--- src/rtl/delta_spike_encoder.sv ---
// delta_spike_encoder
// Multi-channel delta-modulation spike encoder. Each accepted sample vector is
// compared per channel against a tracked reference level. A change beyond the
// threshold emits an ON or OFF event. Each channel also has a first-sample
// priming step and a refractory window counted in accepted samples.
// The output side is a single registered stage with pass-through ready.
module delta_spike_encoder #(
    parameter int WIDTH    = 8,
    parameter int CHANNELS = 4,
    parameter int REFR_W   = 4
) (
    input  logic                         clk,
    input  logic                         reset,
    input  logic                         in_valid,
    output logic                         in_ready,
    input  logic [CHANNELS*WIDTH-1:0]    in_data,
    input  logic [WIDTH-1:0]             threshold,
    input  logic                         off_en,
    input  logic [REFR_W-1:0]            refractory,
    output logic                         out_valid,
    input  logic                         out_ready,
    output logic [2*CHANNELS-1:0]        out_spike,
    output logic                         out_any
);

    // Per-channel tracking state
    logic [WIDTH-1:0]         ref_lvl     [CHANNELS];
    logic [CHANNELS-1:0]      primed;
    logic [REFR_W-1:0]        rcnt        [CHANNELS];

    // Next-state values, applied only when a sample is accepted
    logic [WIDTH-1:0]         ref_next    [CHANNELS];
    logic [CHANNELS-1:0]      primed_next;
    logic [REFR_W-1:0]        rcnt_next   [CHANNELS];
    logic [2*CHANNELS-1:0]    spike_next;

    // One extra bit keeps the full +/-(2^WIDTH-1) difference without wrap
    logic signed [WIDTH:0]    diff        [CHANNELS];
    logic signed [WIDTH:0]    pos_thr;
    logic signed [WIDTH:0]    neg_thr;

    logic                     accept;

    // The output register frees up whenever it is empty or retiring this cycle
    assign in_ready = !out_valid || out_ready;
    assign accept   = in_valid && in_ready;

    // Signed threshold bounds; -threshold always fits in WIDTH+1 bits
    always_comb begin
        pos_thr = $signed({1'b0, threshold});
        neg_thr = -pos_thr;
    end

    // Per-channel signed difference between the incoming sample and the reference
    always_comb begin
        for (int c = 0; c < CHANNELS; c++) begin
            diff[c] = $signed({1'b0, in_data[c*WIDTH +: WIDTH]})
                    - $signed({1'b0, ref_lvl[c]});
        end
    end

    // Per-channel update rules in priority order: prime, refractory, ON, OFF, idle
    always_comb begin
        ref_next    = ref_lvl;
        primed_next = primed;
        rcnt_next   = rcnt;
        spike_next  = '0;
        for (int c = 0; c < CHANNELS; c++) begin
            if (!primed[c]) begin
                ref_next[c]    = in_data[c*WIDTH +: WIDTH];
                primed_next[c] = 1'b1;
            end else if (rcnt[c] != '0) begin
                rcnt_next[c] = rcnt[c] - REFR_W'(1);
            end else if (diff[c] > pos_thr) begin
                spike_next[2*c] = 1'b1;
                ref_next[c]     = in_data[c*WIDTH +: WIDTH];
                rcnt_next[c]    = refractory;
            end else if (off_en && (diff[c] < neg_thr)) begin
                spike_next[2*c+1] = 1'b1;
                ref_next[c]       = in_data[c*WIDTH +: WIDTH];
                rcnt_next[c]      = refractory;
            end
        end
    end

    // Channel state advances only on accepted samples, so backpressure freezes it
    always_ff @(posedge clk) begin
        if (reset) begin
            primed <= '0;
            for (int c = 0; c < CHANNELS; c++) begin
                ref_lvl[c] <= '0;
                rcnt[c]    <= '0;
            end
        end else if (accept) begin
            primed  <= primed_next;
            ref_lvl <= ref_next;
            rcnt    <= rcnt_next;
        end
    end

    // Output stage: load on accept, clear valid on retire, hold otherwise
    always_ff @(posedge clk) begin
        if (reset) begin
            out_valid <= 1'b0;
            out_spike <= '0;
            out_any   <= 1'b0;
        end else if (accept) begin
            out_valid <= 1'b1;
            out_spike <= spike_next;
            out_any   <= |spike_next;
        end else if (out_ready) begin
            out_valid <= 1'b0;
        end
    end

endmodule

--- config.mk ---
export PLATFORM = sky130hd
export DESIGN_NAME = delta_spike_encoder
export DESIGN_NICKNAME = d
export VERILOG_FILES = /design/src/rtl/delta_spike_encoder.sv
export SDC_FILE = /design/constraint.sdc
export NUM_CORES = 1
export LEC_CHECK = 0
export CAP_MARGIN = 20
export CORE_MARGIN = 2
export CORE_UTILIZATION = 35
export DETAILED_ROUTE_END_ITERATION = 16
export GPL_TIMING_DRIVEN = 0
export PLACE_DENSITY = 0.59
export SYNTH_ARGS = -nofsm -noshare
export SYNTH_HDL_FRONTEND = slang
export SYNTH_SLANG_ARGS = --single-unit
--- constraint.sdc ---
create_clock -name clk -period 6.8 [get_ports clk]
set_input_delay 1.36 -clock clk [delete_from_list [all_inputs] [get_ports clk]]
set_output_delay 1.36 -clock clk [all_outputs]
set_load 0.05 [all_outputs]
# After elaboration in Yosys (flattened, before gate mapping)
# Cells that the tools add are included.
# Widths: inputs -> output; s select.
[op_classes]
reduce_logical = 25
muxes = 50
add_sub_neg = 9
n_lt_le_gt_ge = 8
eq_ne = 8
[op_table]
columns = ["op", "n"]
rows = [
  ["$mux 8", 16],
  ["$mux 4", 12],
  ["$gt 9x9->1", 4],
  ["$lt 9x9->1", 4],
  ["$sub 8x8->9", 4],
  ["$reduce_and 3->1", 8],
  ["$mux 2", 8],
  ["$reduce_bool 4->1", 4],
  ["$sub 4x1->4 const B", 4],
  ["$mux 1", 14],
  ["$ne 3x1->1 const B", 4],
  ["$reduce_bool 3->1", 4],
  ["$neg 8->9", 1],
  ["$ne 2x2->1 const B", 4],
  ["$reduce_or 8->1", 1],
  ["$logic_and 1x1->1", 5],
  ["$reduce_bool 2->1", 1],
  ["$logic_not 1->1", 1],
  ["$logic_or 1x1->1", 1],
]
[totals]
output_inout_bits = 11
wordCells = 112
input_bits = 49
regBits = 59

# Longest topological paths before layout
[logic_depth]
word_depth = 8
mapped_depth = 18
mapped_depth_nobuf = 17

# Least setup slack after synthesis
# OpenSTA, ideal clock, no wires.
[synth_path]
kind = "input to register"
startpoint = "input in_data[17]"
endpoint = "register ref_lvl[14] (netlist name)"
required_ps = 6672
path_stages = 14
path_slack_ps = 2425
arrival_ps = 4247
n_path_buf = 0
setup_ps = 128
cell_sequence = "ha_1 > a21o_1 > a21o_1 > a21o_1 > a21oi_1 > o21ai_0 > xor2_1 > ha_1 > or3b_4 > o31a_1 > a21o_1 > a31oi_4 > mux2i_1 > nor2_1"
[synth_via]
elab_chain_cells = 5
word_cells_on_any_way = 9
cone_classes = "add/sub (1); order compare (2); eq/ne (1); mux (3); reduce/logical (2)"
[synth_lines]
columns = ["element", "line", "text"]
rows = [
  ["from (decl)", "16", "input logic [CHANNELS*WIDTH-1:0] in_data,"],
  ["$sub 8x8->9 (*)", "58", "- $signed({1'b0, ref_lvl[c]});"],
  ["$lt 9x9->1 / $gt 9x9->1 (equally long branches)", "78, 74", ""],
  ["$logic_and 1x1->1 / $mux 8 (equally long branches)", "78, 74", ""],
  ["$ne 3x1->1 (no source line) / $mux 8 (equally long branches)", "-", ""],
  ["$reduce_and 3->1 (no source line) / $mux 8 (equally long branches)", "-", ""],
  ["to (signal assigned)", "96", "ref_lvl <= ref_next;"],
  ["to (decl)", "27", "logic [WIDTH-1:0] ref_lvl [CHANNELS];"],
]
# Mark *: on every way between the ends. The rest lies on a longest branch, timed or not. The select of a mux whose other input is x is not followed.
# A chain may end at the register's enable or synchronous reset.

# Final worst setup path
[layout_path]
startpoint = "input threshold[0]"
endpoint = "register ref_lvl[31] (netlist name)"
[layout_via]
elab_chain_cells = 5
word_cells_on_any_way = 9
cone_classes = "add/sub (1); order compare (2); eq/ne (1); mux (3); reduce/logical (2)"
[layout_lines]
columns = ["element", "line", "text"]
rows = [
  ["from (decl)", "17", "input logic [WIDTH-1:0] threshold,"],
  ["$neg 8->9", "51", "neg_thr = -pos_thr;"],
  ["$lt 9x9->1", "78", "end else if (off_en && (diff[c] < neg_thr)) begin"],
  ["$logic_and 1x1->1", "78", ""],
  ["$ne 3x1->1 (no source line)", "-", ""],
  ["$reduce_and 3->1 (no source line)", "-", ""],
]
# Several ways; a longest one is shown, not always the timed one. The select of a mux whose other input is x is not followed.

==> summary.md <==
| Metric | Value |
|---|---|
| HPWL after DPL | 11,380 um |
| Detailed Route WL | 14,870 um |
| Area Overhead vs Synth | 21.26% |
| Layout cell share with drive strength beyond 1 | 3.937% |
| Vias in the first global route | 4,869 |
| Yosys warns | 0 |
| Tmin final | 4.968 ns |
| Antenna violations before repair | 0 |
| Max Fclk | 201.3 MHz |
| Maximum vdd drop | 0.1283 mV |
| Via/cell ratio | 5.202 |
| Die Ht | 130.5 um |
| Main synth FF type | dfxtp_1 |
| CTS sink count | 59 |
| Remaining Overflow, GRT | 0 |
| Wire per inst | 15.20 um |
| Startpoint class of the critical path | input port |
| Max Clock Skew | 0.005936 ns |
| Global-route wire length before repair | 24,170 um |
| Cell variety after synth | 71 |
| RSZ-0062 raised after global routing | false |
| Status | completed |
| GP Congestion | 0.8411 |
| Clock Latency Late Sink | 0.34 ns |
| Hold_buf cts | 0 |
| Hold Crit Class | flop to flop |
| Worst-margin pin slew | 0.7967 ns |
| Port bufs | 57 |
| GRT Total Usage | 18.39% |
| Synthesized cell area | 5597 sq um |
| # nets final | 911 |
| EDFF count, synth | 0 |
| DIE WIDTH | 130.5 um |
| CP peak stage delay | 0.75 ns |
| Pin count of the biggest net entering global routing | 11 |
| Worst slew margin | 46.88% |
| Post-Place Worst Slack | 1.486 ns |
| Post-route antenna net violation count | 0 |
| Cells after Synth | 688 |
| Full die area | 17,020 sq um |
| Core box area | 15,770 sq um |
| Number of remaining DRC errors | 0 |
| Rows | 46 |
| Boundary Pins | 60 |
| Crit-path slowest cell | clkdlybuf4s50_1 |
| Max-slew violations | 0 |
| CTS-repair resized insts | 0 |
| Via count | 5,088 |
| Detailed-router iteration count before antenna repair | 4 |
| Leakage | 2.892 nW |
| Hold Fails Final Rpt | 0 |
| Cts bufs inserted | 9 |
| Clock tree buffer depth | 2 |
| Starting Density | 35.49% |
| ANT cells | 0 |
| Synthesized area per cell | 8.135 sq um |
| Post-CTS setup buffer count | 0 |
| Crit path DAT | 5.24 ns |
| Syn nets | 842 |
| Flop-to-flop setup slack | 3.04 ns |
| FF+latch count, synth | 59 |
| Final setup violation count | 0 |
| # fillers | 1,641 |
| Fin crit share | 73.06% |
| CP Cell Sequence | clkdlybuf4s50_1 > inv_1 > ha_1 > inv_1 > nor2_1 > xnor2_1 > ha_1 > a211o_1 > a211oi_1 > a21oi_1 > o22ai_1 > nand2b_2 > a31o_2 > buf_4 > mux2i_1 |
| Req. time, crit path | 7.07 ns |
| Number of DRC markers in iteration 0 | 275 |
| Final WS setup | 1.832 ns |
| Power density cells | 278.5 nW/um^2 |
| Sequential share of the synthesized area | 21.10% |
| FFs w/ async S/R, synth | 0% |
| Clock-pin slew on the worst setup and hold paths | 0.05 ns |
| Critical path capture point type | flop |
| Pwr Total | 1.890 mW |
| Root buf cell | clkbuf_16 |
| Maximum level of the CTS H-tree | 3 |
| Setup TNS | 0 ns |
| Max cap viols | 0 |
| CTS tree | built |
| Worst-path maximum fanout | 8 |
| CP Class | input port to flop |
-- cells by family (layout without fill, tap and decap cells) --
group	Yosys count	in the layout	share of synthesized area, %
AND/OR/NAND/NOR	202	202	17.19
AO/OA/AOI/OAI	171	171	20.84
XOR/XNOR	30	30	4.695
multiplexers	34	34	6.103
adder cells (fa/ha/maj)	105	105	24.01
buffers and inverters	87	161	6.058
flip-flops	59	59	21.10
-- layout by cell type, fill, tap and decap left out, types with 14 or more instances in the layout --
cell | Yosys | final
nor3_1 | 18 | 18
xnor2_1 | 14 | 14
nand2_1 | 64 | 64
mux2i_1 | 33 | 33
a21o_1 | 22 | 22
ha_1 | 101 | 101
inv_1 | 66 | 66
nor2_1 | 49 | 49
a21oi_1 | 50 | 50
xor2_1 | 16 | 16
o21ai_0 | 22 | 22
nand3_1 | 23 | 23
clkbuf_1 | 17 | 19
dfxtp_1 | 59 | 59
clkdlybuf4s50_1 | 0 | 57
-- metrics by stage --
step / area [sq um] / hold slack [ns] / std cells / utilization [%]
finish: 6787 / 0.4582 / 978 / 43.03
global route: 6787 / 0.4760 / 978 / 43.03
CTS: 6782 / 0.4572 / 977 / 43.00
detailed placement: 6437 / 0.4500 / 961 / 40.82
global placement: 6437 / 0.4457 / 961 / 40.82
floorplan: 5597 / 0.4347 / 688 / -
-- sequential cells by signal, summed over array words and instances (netlist names) --
signal,cells
out_valid,1
out_spike,8
ref_lvl,32
rcnt,16
primed,1
out_any,1
-- per-layer routing --
metal	part of all wire, %	vias up	track usage, %
li1	-	2632	-
met1	50	2336	24.94
met2	45	107	29.90
met3	4.0	13	3.013
met4	1.3	0	6.070
met5	0	-	0
-- worst paths after layout --
path / from / to / depth (start not counted)
worst min-delay path: ref_lvl[17]$_SDFFE_PP0P_ / ref_lvl[17]$_SDFFE_PP0P_ / 2
worst min register to register: ref_lvl[17]$_SDFFE_PP0P_ / ref_lvl[17]$_SDFFE_PP0P_ / 2
worst max register to register: ref_lvl[24]$_SDFFE_PP0P_ / ref_lvl[31]$_SDFFE_PP0P_ / 16
worst max-delay path: threshold[0] / ref_lvl[31]$_SDFFE_PP0P_ / 15
-- final cells by class --
class | instances | area (sq um) | share of cell area, %
buffer | 20 | 87.58 | 1.291
clock buffer | 12 | 246.5 | 3.632
clock inverter | 4 | 97.59 | 1.438
inverter | 67 | 251.5 | 3.706
multi-input combinational | 542 | 4076 | 60.07
sequential | 59 | 1181 | 17.40
tap | 216 | 270.3 | 3.982
timing repair buffer | 58 | 575.6 | 8.481
-- worst max-delay path: cells and delay by family --
family          cells  cell delay, ns
xor+xnor            1            0.42
fa+ha+maj           2            0.62
buf+inv             4            1.17
simple gates        2            0.33
mux                 1            0.20
compound gates      5            1.14
-- synth_stat cells, types with 8 or more instances --
library cell	n	area, sq um
xnor2_1	14	122.6
inv_1	66	247.7
a21oi_1	50	250.2
a211oi_1	9	67.56
nand2_1	64	240.2
nand3_1	23	115.1
xor2_1	16	140.1
dfxtp_1	59	1181
nor2b_1	8	50.05
mux2i_1	33	330.3
nor3_1	18	90.09
clkbuf_1	17	63.81
a21o_1	22	165.2
ha_1	101	1264
o21ai_0	22	110.1
nor2_1	49	183.9
-- where the power goes --
part | internal (mW) | switching (mW) | leakage, nW
registers | 0.389 | 0.0314 | 0.483
logic | 0.403 | 0.526 | 2.25
clock network | 0.368 | 0.173 | 0.163
total | 1.16 | 0.731 | 2.89
(Power assumes the default switching activity.)
